[src/rtl/mux_rr_arbiter_pkg.sv]
// Shared definitions for the round-robin sequencer of the 4:1 enabled mux.
package mux_rr_arbiter_pkg;

  localparam int N_REQ = 4;

  typedef enum logic [1:0] {
    ST_IDLE  = 2'b00,
    ST_GRANT = 2'b01,
    ST_GAP   = 2'b10
  } state_t;

  // The mux decodes its input index as {s0,s1}: s0 is index bit 1, s1 is bit 0.
  function automatic logic [1:0] idx_to_sel(input logic [1:0] idx);
    return {idx[1], idx[0]};
  endfunction

endpackage

[src/rtl/mux_rr_arbiter_if.sv]
// Request/grant and mux-control bundle between the requesters, the arbiter and the mux.
interface mux_rr_arbiter_if;
  import mux_rr_arbiter_pkg::*;

  logic [N_REQ-1:0] req;
  logic [N_REQ-1:0] gnt;
  logic             s0;
  logic             s1;
  logic             e;
  logic             busy;

  // Arbiter side: consumes requests, drives grant and mux controls.
  modport master (
    input  req,
    output gnt, s0, s1, e, busy
  );

  // Requester / mux side.
  modport slave (
    output req,
    input  gnt, s0, s1, e, busy
  );
endinterface

[src/rtl/mux_rr_arbiter_rr_pick4.sv]
// Round-robin pick: first asserted request starting one above the last owner.
module rr_pick4 (
  input  logic [3:0] i_req,
  input  logic [1:0] i_last,
  output logic       o_valid,
  output logic [1:0] o_idx
);

  // Scan from the farthest candidate (last itself) to the nearest so the
  // nearest asserted request after last wins.
  always_comb begin
    logic [1:0] w_cand;
    o_valid = |i_req;
    o_idx   = 2'd0;
    w_cand  = 2'd0;
    for (int i = 4; i >= 1; i--) begin
      w_cand = i_last + 2'(i);
      if (i_req[w_cand]) o_idx = w_cand;
    end
  end

endmodule

[src/rtl/mux_rr_arbiter.sv]
// Round-robin sequencer for the 4:1 enabled mux: bounded hold time per owner,
// optional dead cycle on every ownership change, all outputs registered.
module mux_rr_arbiter
  import mux_rr_arbiter_pkg::*;
#(
  parameter int MAX_HOLD = 8,
  parameter int DEAD     = 1,
  parameter int CNT_W    = 4
) (
  input  logic              clk,
  input  logic              rst_n,
  mux_rr_arbiter_if.master  bus
);

  localparam logic [CNT_W-1:0] CNT_MAX = CNT_W'(MAX_HOLD - 1);

  state_t           r_state, w_state;
  logic [3:0]       r_gnt,   w_gnt;
  logic [1:0]       r_sel,   w_sel;
  logic             r_e,     w_e;
  logic             r_busy,  w_busy;
  logic [CNT_W-1:0] r_cnt,   w_cnt;
  logic [1:0]       r_last,  w_last;

  logic             w_pick_vld;
  logic [1:0]       w_pick_idx;
  logic [3:0]       w_own_oh;
  logic             w_release;
  logic             w_preempt;

  rr_pick4 u_pick (
    .i_req   (bus.req),
    .i_last  (r_last),
    .o_valid (w_pick_vld),
    .o_idx   (w_pick_idx)
  );

  assign w_own_oh  = 4'b0001 << r_last;
  assign w_release = ~|(bus.req & w_own_oh);
  assign w_preempt = (r_cnt == CNT_MAX) && (|(bus.req & ~w_own_oh));

  // Next-state and next-output decode; the pick result is only consumed when
  // the line is free (IDLE/GAP) or being handed over directly (no dead cycle).
  always_comb begin
    logic w_do_pick;
    w_state   = r_state;
    w_gnt     = r_gnt;
    w_sel     = r_sel;
    w_e       = r_e;
    w_busy    = r_busy;
    w_cnt     = r_cnt;
    w_last    = r_last;
    w_do_pick = 1'b0;

    case (r_state)
      ST_GRANT: begin
        if (w_release || w_preempt) begin
          if (DEAD != 0) begin
            w_state = ST_GAP;
            w_gnt   = 4'b0000;
            w_e     = 1'b0;
            w_busy  = 1'b1;
            w_cnt   = '0;
          end else begin
            w_do_pick = 1'b1;
          end
        end else if (r_cnt != CNT_MAX) begin
          w_cnt = r_cnt + 1'b1;
        end
      end
      default: w_do_pick = 1'b1;
    endcase

    if (w_do_pick) begin
      if (w_pick_vld) begin
        w_state = ST_GRANT;
        w_gnt   = 4'b0001 << w_pick_idx;
        w_e     = 1'b1;
        w_busy  = 1'b1;
        w_sel   = idx_to_sel(w_pick_idx);
        w_last  = w_pick_idx;
        w_cnt   = '0;
      end else begin
        w_state = ST_IDLE;
        w_gnt   = 4'b0000;
        w_e     = 1'b0;
        w_busy  = 1'b0;
        w_cnt   = '0;
      end
    end
  end

  // State and output registers; last resets to 3 so requester 0 goes first.
  always_ff @(posedge clk or negedge rst_n) begin
    if (!rst_n) begin
      r_state <= ST_IDLE;
      r_gnt   <= 4'b0000;
      r_sel   <= 2'b00;
      r_e     <= 1'b0;
      r_busy  <= 1'b0;
      r_cnt   <= '0;
      r_last  <= 2'd3;
    end else begin
      r_state <= w_state;
      r_gnt   <= w_gnt;
      r_sel   <= w_sel;
      r_e     <= w_e;
      r_busy  <= w_busy;
      r_cnt   <= w_cnt;
      r_last  <= w_last;
    end
  end

  assign bus.gnt  = r_gnt;
  assign bus.s0   = r_sel[1];
  assign bus.s1   = r_sel[0];
  assign bus.e    = r_e;
  assign bus.busy = r_busy;

endmodule
[src/flat_wrapper.sv]
// flat-port wrapper written by rule: the top's interface ports become plain ports
module mux_rr_arbiter_flat import mux_rr_arbiter_pkg::*;
#(
  parameter int MAX_HOLD = 8,
  parameter int DEAD     = 1,
  parameter int CNT_W    = 4
)
  (clk, rst_n, bus_req, bus_gnt, bus_s0, bus_s1, bus_e, bus_busy);
  mux_rr_arbiter_if bus_i ();
  input  logic clk;
  input  logic rst_n;
  input wire logic [$bits(bus_i.req)-1:0] bus_req;
  output wire logic [$bits(bus_i.gnt)-1:0] bus_gnt;
  output wire logic [$bits(bus_i.s0)-1:0] bus_s0;
  output wire logic [$bits(bus_i.s1)-1:0] bus_s1;
  output wire logic [$bits(bus_i.e)-1:0] bus_e;
  output wire logic [$bits(bus_i.busy)-1:0] bus_busy;
  assign bus_i.req = bus_req;
  assign bus_gnt = bus_i.gnt;
  assign bus_s0 = bus_i.s0;
  assign bus_s1 = bus_i.s1;
  assign bus_e = bus_i.e;
  assign bus_busy = bus_i.busy;
  mux_rr_arbiter #(.MAX_HOLD(MAX_HOLD), .DEAD(DEAD), .CNT_W(CNT_W)) u_core (.clk(clk), .rst_n(rst_n), .bus(bus_i));
endmodule
[config.mk]
export PLATFORM = sky130hd
export DESIGN_NAME = mux_rr_arbiter_flat
export DESIGN_NICKNAME = d
export VERILOG_FILES = /design/src/rtl/mux_rr_arbiter_pkg.sv /design/src/rtl/mux_rr_arbiter_if.sv /design/src/rtl/mux_rr_arbiter_rr_pick4.sv /design/src/rtl/mux_rr_arbiter.sv /design/src/flat_wrapper.sv
export SDC_FILE = /design/constraint.sdc
export NUM_CORES = 1
export LEC_CHECK = 0
export ABC_AREA = 1
export CORE_MARGIN = 5
export CORE_UTILIZATION = 53
export CTS_CLUSTER_SIZE = 14
export DETAILED_ROUTE_END_ITERATION = 16
export HOLD_SLACK_MARGIN = 0.12
export MAX_ROUTING_LAYER = met4
export PLACE_DENSITY = 0.88
export SLEW_MARGIN = 10
export SYNTH_ARGS = -nofsm -noshare
export SYNTH_HDL_FRONTEND = slang
export SYNTH_HIERARCHICAL = 1
export SYNTH_SLANG_ARGS = --single-unit
[constraint.sdc]
create_clock -name clk -period 1.75 [get_ports clk]
set_input_delay 0.35 -clock clk [delete_from_list [all_inputs] [get_ports clk]]
set_output_delay 0.35 -clock clk [all_outputs]
set_load 0.02 [all_outputs]
==> out/qor.csv, run 1 <==
metric;value;unit
grt_first_pass_wirelength;3800;microns
rsz0062_at_grt;yes;
synth_common_cells;nand2_1, inv_1, dfrtp_1, nand3_1;
dp_hpwl;1790;microns
floorplan.die.height;53.5;microns
clk_transition_reported_paths;90;ps
grt_max_degree;16;
floorplan.rows;15;
fp.dieArea;2870;sq um
finish.utilization;0.751;
ys_seq_elements;15;
post-route-worst-setup-slack;39.5;ps
leakage;0.000698;uW
post-synth-top-count-cell;nand2_1;
p_per_area;1910;nW/um^2
timing.hold.ws;376;ps
drt-initial-drc-count;36;
final-hold-violation-count;0;
fp.coreArea;1760;sq um
tns;0;ps
drive_gt1_frac;0.321;
postRouteAntennaNets;0;
critical_path_required;1970;ps
htreeDepth;1;
cts.root.buffer_cell;clkbuf_4;
synth_ff_type;dfrtp_1;
cts-hold-fix-buffers;0;
syn_to_final_growth;31.9;%
diodes;0;
layout.nets;173;
setup_viol;0;
routed_wirelength;2490;microns
run_status;finished clean;
cp.arrival;1930;ps
grt.total_usage;0.182;
antenna_found_initial;0;
die_x;53.5;microns
design_area;1330;sq um
cts_inserted_buffers;3;
cts_tree;yes;
synth_cells;138;
critical_path.endpoint_type;register;
post_synth.cell_area_avg;7.28;sq um
synth_area_leaders;dfrtp_1, nand2_1, inv_1;
num_clock_sinks;15;
yosys.cell_types.count;24;
crit_type;reg -> reg;
max_cap_viol_count;0;
fillers;141;
first_global_vias;948;
worstMarginPinSlew;366;ps
synth-edff-count;0;
final_min_period_over_clock_period;0.977;
layout_min_cycle_time;1710;ps
hold_class;in -> async;
worstPathMaxFanout;6;
timing.fmax;585;MHz
drt_pass1_iterations;4;
place.gp.congestion;0.791;
clk-insertion-delay-late;280;ps
standard_cell_area_after_detailed_placement;1210;sq um
seq_area_frac_synth;0.376;
clock_tree.buffer_depth;2;
place_ws;-178;ps
timing_max_transition_violations_final;0;
synth_warnings;6;
vias_per_cell;5.27;
synth_async_reset_ratio;1.00;
post_drt_wl_per_cell;13.1;microns
top_level_ports;14;
critical_path.startpoint_type;register;
netlist.area_leader.share;0.324;
total_standard_cell_area_after_synthesis;1000;sq um
drc;0;
dr_vias;1001;
timing.max_slew.rel_slack;0.755;
ir_worst_vdd;1.37;mV
initial_utilization;0.570;
mappedNetlistNets;145;
yosys.area.top_type;dfrtp_1;
grt.overflow.total;0;
skew;2.21;ps
io_buffer_count;13;
[cell families (layout without fill, tap and decap cells)]
logic type,count (synthesis),in the layout,synth area share
and+or+nand+nor,83,83,0.406
DFF,15,15,0.376
xor gates and xnor gates,1,1,0.00872
buffers and inverters,25,52,0.106
AOI/OAI and AO/OA,13,13,0.0909
adders and majority gates,1,1,0.0125
[cell usage in the layout (no fill, tap or decap), drive strengths merged, types with 4 or more instances in the layout]
master and count:
buf 11, nand2 55, clkbuf 4, clkdlybuf4s50 13, o21ai 12, nand3 11, nor2 9, dfrtp 13
nand4 6, inv 24
[worst max-delay path, stage by stage (launching register included)]
cell and delay (ps):
dfstp_4 640, buf_12 120, nand2_2 60, nand2_4 100, nor2_1 70, o21ai_1 130, nand2_1 80, a21oi_2 130
inv_2 70, nor2_4 120, nand2_1 80, nand2_1 60
[cell type report]
cell class / instances / area (sq um) / share of cell area
tap: 25 / 31.3 / 0.0236
sequential: 15 / 382 / 0.288
inverter: 24 / 95.1 / 0.0718
clock buffer: 4 / 26.3 / 0.0198
timing repair buffer: 24 / 225 / 0.170
multi-input combinational: 98 / 566 / 0.427
[state kept, by name, indices dropped and copies added, names as in the netlist]
| signal | cells |
|---|---|
| u_core/r_sel | 2 |
| u_core/bus.gnt | 4 |
| u_core/r_state | 2 |
| u_core/r_cnt | 4 |
| u_core/bus.busy | 1 |
| u_core/r_last | 2 |
[worst paths after layout]
check                                             startpoint                            end  slack, ps  cells past startpoint
worst min-delay path                                   rst_n    u_core/r_cnt[2]$_DFFE_PN0P_        380                      2
max in group asynchronous                              rst_n   u_core/r_last[1]$_DFFE_PN1P_       1130                      2
worst max register to register  u_core/r_last[0]$_DFFE_PN1P_  u_core/bus.gnt[3]$_DFFE_PN0P_         40                     11
min in group clk                 u_core/r_sel[0]$_DFFE_PN0P_    u_core/r_sel[0]$_DFFE_PN0P_        510                      2
worst max-delay path            u_core/r_last[0]$_DFFE_PN1P_  u_core/bus.gnt[3]$_DFFE_PN0P_         40                     11
worst min register to register   u_core/r_sel[0]$_DFFE_PN0P_    u_core/r_sel[0]$_DFFE_PN0P_        510                      2
[report_power, final]
part / switching, uW / internal (uW) / leakage [uW] / total, uW
clock: 106 / 88.4 / 0.0000150 / 194
sequential: 86.8 / 496 / 0.000189 / 583
combinational: 1090 / 656 / 0.000495 / 1750
[per-stage QoR]
step / cells / power (uW)
finish: 190 / 2520
global route: 190 / 2730
CTS: 188 / 2250
detailed placement: 183 / 2030
global placement: 183 / 1960
floorplan: 138 / 1640
[layer usage]
layer / part of all wire / GRT usage / vias to the layer above / wire [microns]
met2: 0.56 / 0.347 / 20 / 1400
met4: 0.016 / 0.0681 / 0 / 40
met5: 0 / - / - / 0
met1: 0.39 / 0.186 / 491 / 982
li1: - / - / 486 / -
met3: 0.027 / 0.0277 / 4 / 67
[what timing repair did]
action,in CTS,in global routing
gates resized for setup,1,19
setup endpoints to repair,4,5
gates cloned,0,0
buffers inserted,1,2
pin swaps,0,12
Power figures use the tool's default switching activity.
==> inputs of run 2 (changes only) <==
--- a/config.mk
+++ b/config.mk
@@ -13,7 +13,7 @@
 export HOLD_SLACK_MARGIN = 0.12
 export MAX_ROUTING_LAYER = met4
 export PLACE_DENSITY = 0.88
-export SLEW_MARGIN = 10
+export SETUP_SLACK_MARGIN = 0.4
 export SYNTH_ARGS = -nofsm -noshare
 export SYNTH_HDL_FRONTEND = slang
 export SYNTH_HIERARCHICAL = 1
==> out/qor.csv, run 2 (synthesized netlist as in run 1, its figures left out) <==
metric;value;unit;change
cts_tree;yes;;
syn_to_final_growth;37.6;%;
dr_vias;1036;;+3.5%
place.gp.congestion;0.882;;+11%
skew;7.06;ps;+4.85 ps
power.share.combinational;0.710;;+0.018
place_ws;-128;ps;+50.1 ps
dp_hpwl;1760;microns;-1.3%
p_sw_frac;0.526;;+0.0173
timing_max_transition_violations_final;0;;unchanged
grt.total_usage;0.220;;+0.0380
die_x;53.5;microns;unchanged
reg_to_reg_slack_setup;80;ps;+40 ps
clock_tree.buffer_depth;2;;unchanged
clk_transition_reported_paths;90;ps;about the same
power.clock.fraction;0.072;;-0.005
timing.hold.ws;371;ps;-4.54 ps
worstMarginPinSlew;390;ps;+23.9 ps
crit_path_top_delay_cell;dfstp_2;;
grt_max_degree;16;;unchanged
grt.overflow.total;0;;unchanged
htreeDepth;1;;unchanged
design_area;1380;sq um;+4.3%
drive_gt1_frac;0.407;;+0.0860
crit_type;reg -> reg;;
post-route-worst-setup-slack;83.2;ps;+43.7 ps
totalPowerFinal;2680;uW;+6.3%
critical_path.endpoint_type;register;;
fp.coreArea;1760;sq um;unchanged
finish.utilization;0.784;;+0.0326
antenna_found_initial;0;;unchanged
rsz0062_at_grt;yes;;
seq_power_share;0.218;;-0.013
initial_utilization;0.570;;unchanged
vias_per_cell;5.40;;+2.4%
first_global_vias;1004;;+5.9%
p_per_area;1940;nW/um^2;+1.9%
postRouteAntennaNets;0;;unchanged
crit_chain;buf_4 > nand2_1 > o21ai_2 > nand2_1 > nand2_2 > inv_1 > nand2_1 > nand2_1 > nand2_2 > inv_2 > nand3_2 > nand2_1;;
hold_class;in -> async;;
critical_path.startpoint_type;register;;
final_min_period_over_clock_period;0.952;;-0.0250
setup_viol;0;;unchanged
run_status;finished clean;;
timing.max_slew.rel_slack;0.739;;-0.0160
critical_path_required;1920;ps;-50 ps
layout_common_cells;nand2_1, nand2_2, inv_1;;
layout_min_cycle_time;1670;ps;-43.7 ps
floorplan.die.height;53.5;microns;unchanged
fp.dieArea;2870;sq um;unchanged
layout.nets;175;;+1.2%
cts.root.buffer_cell;clkbuf_4;;
floorplan.rows;15;;unchanged
standard_cell_area_after_detailed_placement;1210;sq um;unchanged
ir_worst_vdd;1.46;mV;+6.6%
mostFrequentLayoutCell;nand2_1;;
timing.fmax;600;MHz;+2.6%
cts_inserted_buffers;3;;unchanged
clk-insertion-delay-late;280;ps;about the same
total_switching_power;1410;uW;+10%
drt_pass1_iterations;4;;unchanged
max_cap_viol_count;0;;unchanged
grt_first_pass_wirelength;4480;microns;+18%
final-hold-violation-count;0;;unchanged
num_clock_sinks;15;;unchanged
drt-initial-drc-count;19;;-47%
critPathMaxStageDelay;580;ps;-60 ps
leakage;0.000739;uW;+5.8%
cp.arrival;1830;ps;-100 ps
io_buffer_count;13;;unchanged
post_drt_wl_per_cell;15.0;microns;+15%
worstPathMaxFanout;5;;-1
routed_wirelength;2880;microns;+16%
diodes;0;;unchanged
internal-power;1270;uW;+2.6%
drc;0;;unchanged
top_level_ports;14;;unchanged
critical_path.most_common_cell;nand2_1;;
-- run 2: changes by cell type in the layout (fill, tap and decap cells not counted), moves of 2 or more --
cell | previous run | this run
buf_6 | 0 | 2
clkdlybuf4s50_1 | 13 | 4
nand2_1 | 39 | 34
clkdlybuf4s15_1 | 0 | 5
nand2_2 | 13 | 16
nor2_2 | 1 | 4
clkbuf_2 | 0 | 3
nor2_1 | 6 | 3
nand2_4 | 3 | 5
-- run 2: area by class of cell --
class / count / area [sq um]
multi-input combinational: 98 / 607
inverter: 24 / 97.6
timing repair buffer: 26 / 243
clock buffer: 4 / 26.3
fill: 129 / 382
sequential: 15 / 378
tap: 25 / 31.3
-- run 2: metal layers --
metal,vias up,track usage,part of all wire
met5,-,-,0
met4,0,0.0468,0.014
met3,4,0.0416,0.042
met2,35,0.398,0.54
met1,503,0.252,0.41
li1,494,-,-
-- run 2: power groups by stage --
stage	registers (uW)	clock network [uW]	logic, uW
final	586	193	1910
after global routing	597	213	2080
after CTS	574	195	1690
after detailed placement	613	0	1440
after global placement	608	0	1380
after floorplan	670	0	1010
-- run 2: path summary, 6_finish.rpt --
path                                                    from                            end  cells after the start
worst max-delay path            u_core/r_last[0]$_DFFE_PN1P_  u_core/bus.gnt[0]$_DFFE_PN0P_                     12
worst min-delay path                                   rst_n  u_core/r_state[1]$_DFFE_PN0P_                      2
worst max register to register  u_core/r_last[0]$_DFFE_PN1P_  u_core/bus.gnt[0]$_DFFE_PN0P_                     12
worst min register to register   u_core/r_sel[0]$_DFFE_PN0P_    u_core/r_sel[0]$_DFFE_PN0P_                      2
max in group asynchronous                              rst_n   u_core/r_last[0]$_DFFE_PN1P_                      2
min in group clk                 u_core/r_sel[0]$_DFFE_PN0P_    u_core/r_sel[0]$_DFFE_PN0P_                      2
-- run 2: repair_timing --
action | in CTS | in global routing
endpoints found under the setup margin | 23 | 23
gates cloned | 0 | 0
hold buffers | 0 | 0
resized for setup | 30 | 22
buffers inserted | 4 | 2
pin swaps | 10 | 13
-- run 2: critical path: cells and delay by family (launching register included) --
family / cells / cell delay (ps)
buf+inv: 3 / 250
simple gates: 8 / 630
compound gates: 1 / 100
flops: 1 / 580
-- run 2: metrics by stage --
stage,instances,TNS (ps)
5_1_grt,192,-71.4
3_5_place_dp,182,-654
4_1_cts,190,0
6_report,192,0
3_3_place_gp,182,-372
2_1_floorplan,138,0
==> inputs of run 3 (changes only) <==
--- a/config.mk
+++ b/config.mk
@@ -5,14 +5,14 @@
 export SDC_FILE = /design/constraint.sdc
 export NUM_CORES = 1
 export LEC_CHECK = 0
-export ABC_AREA = 1
+export ABC_AREA = 0
 export CORE_MARGIN = 5
-export CORE_UTILIZATION = 53
-export CTS_CLUSTER_SIZE = 14
+export CORE_UTILIZATION = 50
+export CTS_CLUSTER_SIZE = 16
 export DETAILED_ROUTE_END_ITERATION = 16
 export HOLD_SLACK_MARGIN = 0.12
 export MAX_ROUTING_LAYER = met4
-export PLACE_DENSITY = 0.88
+export PLACE_DENSITY = 0.86
 export SETUP_SLACK_MARGIN = 0.4
 export SYNTH_ARGS = -nofsm -noshare
 export SYNTH_HDL_FRONTEND = slang
==> out/qor.csv, run 3 <==
metric;value;unit;change
critical_path_required;1920;ps;about the same
floorplan.die.height;50.1;microns;-6.3%
synth_common_cells;dfrtp_1, nand2_1, nor2_1, nand3_1;;
max_cap_viol_count;0;;unchanged
cp_num_buf_inv;1;;-2
mappedNetlistNets;94;;-35%
reg_to_reg_slack_setup;120;ps;+40 ps
post_drt_wl_per_cell;16.2;microns;+7.7%
synth_warnings;6;;unchanged
htreeDepth;1;;unchanged
grt.overflow.total;0;;unchanged
drt_pass1_iterations;4;;unchanged
grt.total_usage;0.185;;-0.0351
critical_path.endpoint_type;register;;
post_synth.cell_area_avg;9.26;sq um;+27%
layout.nets;130;;-26%
seq_area_frac_synth;0.469;;+0.0929
ir_worst_vdd;1.14;mV;-22%
path_delay_family;flip-flops;;
yosys.cell_types.count;32;;+33%
cts.root.buffer_cell;clkbuf_4;;
top_level_ports;14;;unchanged
run_status;finished clean;;
mostFrequentLayoutCell;buf_4;;
io_buffer_count;13;;unchanged
syn_to_final_growth;44.7;%;
clk_transition_reported_paths;90;ps;about the same
num_clock_sinks;15;;unchanged
timing_max_transition_violations_final;0;;unchanged
vias_per_cell;5.88;;+9.0%
postRouteAntennaNets;0;;unchanged
drive_gt1_frac;0.443;;+0.0354
layout_common_cells;buf_4, dfrtp_1, nand2_1;;
worstMarginPinSlew;344;ps;-46.2 ps
fp.dieArea;2510;sq um;-12%
cp.arrival;1800;ps;-30 ps
crit_type;reg -> reg;;
cts-hold-fix-buffers;0;;unchanged
timing.fmax;615;MHz;+2.5%
fillers;113;;-12%
yosys.area.top_type;dfrtp_1;;
crit_path_top_delay_cell;dfstp_2;;
final_min_period_over_clock_period;0.929;;-0.0231
drt-initial-drc-count;37;;+18
synth_cells;87;;-37%
rsz0062_at_grt;yes;;
p_per_area;1610;nW/um^2;-17%
die_x;50.1;microns;-6.3%
first_global_vias;776;;-23%
routed_wirelength;2230;microns;-23%
finish.utilization;0.765;;-0.0185
total_standard_cell_area_after_synthesis;806;sq um;-20%
dr_vias;812;;-22%
antenna_found_initial;0;;unchanged
dp_hpwl;1490;microns;-16%
skew;4.58;ps;-2.48 ps
synth_async_reset_ratio;1.00;;unchanged
ys_seq_elements;15;;unchanged
leakage;0.000541;uW;-27%
netlist.area_leader.share;0.404;;+0.0799
critPathMaxStageDelay;600;ps;+20 ps
fp.coreArea;1520;sq um;-14%
post-synth-top-count-cell;dfrtp_1;;
synth_area_leaders;dfrtp_1, dfstp_2, nand2_1;;
grt_max_degree;10;;-6
clk-insertion-delay-late;280;ps;about the same
floorplan.rows;14;;-1
crit_chain;mux4_2 > buf_6 > nand3_2 > o22ai_2;;
initial_utilization;0.529;;-0.0408
final-hold-violation-count;0;;unchanged
grt_first_pass_wirelength;3510;microns;-22%
synth-edff-count;0;;unchanged
tns;0;ps;unchanged
cts_tree;yes;;
totalPowerFinal;1880;uW;-30%
synth_ff_type;dfrtp_1;;
cts_inserted_buffers;3;;unchanged
timing.hold.ws;330;ps;-41.4 ps
diodes;0;;unchanged
critical_path.startpoint_type;register;;
setup_viol;0;;unchanged
layout_min_cycle_time;1630;ps;-40.5 ps
drc;0;;unchanged
hold_class;in -> async;;
timing.max_slew.rel_slack;0.770;;+0.0311
worstPathMaxFanout;5;;unchanged
place.gp.congestion;0.795;;-9.9%
clock_tree.buffer_depth;2;;unchanged
-- run 3: logic make-up after synthesis --
family | after synthesis | share of synthesized area
and+or+nand+nor | 43 | 0.269
AOI/OAI and AO/OA | 21 | 0.175
DFF | 15 | 0.469
buffers and inverters | 4 | 0.0186
muxes | 3 | 0.0528
adders and majority gates | 1 | 0.0155
-- run 3: what timing repair did --
item	4_1_cts	5_1_grt
setup buffers	5	1
setup endpoints to repair	23	23
resized for setup	25	30
pin swaps	3	6
-- run 3: final cells by class --
class                      instances  area [sq um]  area share
clock inverter                     1          5.00     0.00429
multi-input combinational         68           483       0.414
timing repair buffer              32           246       0.211
tap                               16          20.0      0.0172
sequential                        15           378       0.324
inverter                           3          11.3     0.00966
clock buffer                       3          22.5      0.0193
-- run 3: final timing paths --
| path | endpoint | startpoint | cells past startpoint |
|---|---|---|---|
| worst max-delay path | u_core/bus.gnt[3]$_DFFE_PN0P_ | u_core/r_last[0]$_DFFE_PN1P_ | 4 |
| worst min-delay path | u_core/r_state[0]$_DFFE_PN0P_ | rst_n | 1 |
| worst max register to register | u_core/bus.gnt[3]$_DFFE_PN0P_ | u_core/r_last[0]$_DFFE_PN1P_ | 4 |
| worst min register to register | u_core/r_sel[0]$_DFFE_PN0P_ | u_core/r_sel[0]$_DFFE_PN0P_ | 2 |
| max in group asynchronous | u_core/r_last[1]$_DFFE_PN1P_ | rst_n | 2 |
| min in group clk | u_core/r_sel[0]$_DFFE_PN0P_ | u_core/r_sel[0]$_DFFE_PN0P_ | 2 |
-- run 3: report_power, final --
part	total (uW)	internal, uW	leakage (uW)	switching, uW
Sequential	609	493	0.000186	116
Combinational	1070	497	0.000337	576
Clock	194	84.7	0.0000177	109
-- run 3: worst register-to-register path: cells and delay by family (launching register included) --
family	cells	cell delay (ps)
AO/OA/AOI/OAI	1	80
flip-flops	1	600
buffers and inverters	1	170
AND/OR/NAND/NOR	1	80
multiplexers	1	590
-- run 3: per-stage QoR --
stage,setup WS (ps),area (sq um),instances
floorplan,193,806,87
global placement,-143,1050,128
detailed placement,-201,1050,128
CTS,152,1120,137
global route,87.1,1170,138
finish,124,1170,138
-- run 3: routing by layer --
layer / vias to the layer above / share of wire / track usage
met4: 0 / 0.017 / 0.0786
met3: 8 / 0.087 / 0.0325
li1: 380 / - / -
met1: 386 / 0.40 / 0.245
met2: 38 / 0.50 / 0.278
met5: - / 0 / -
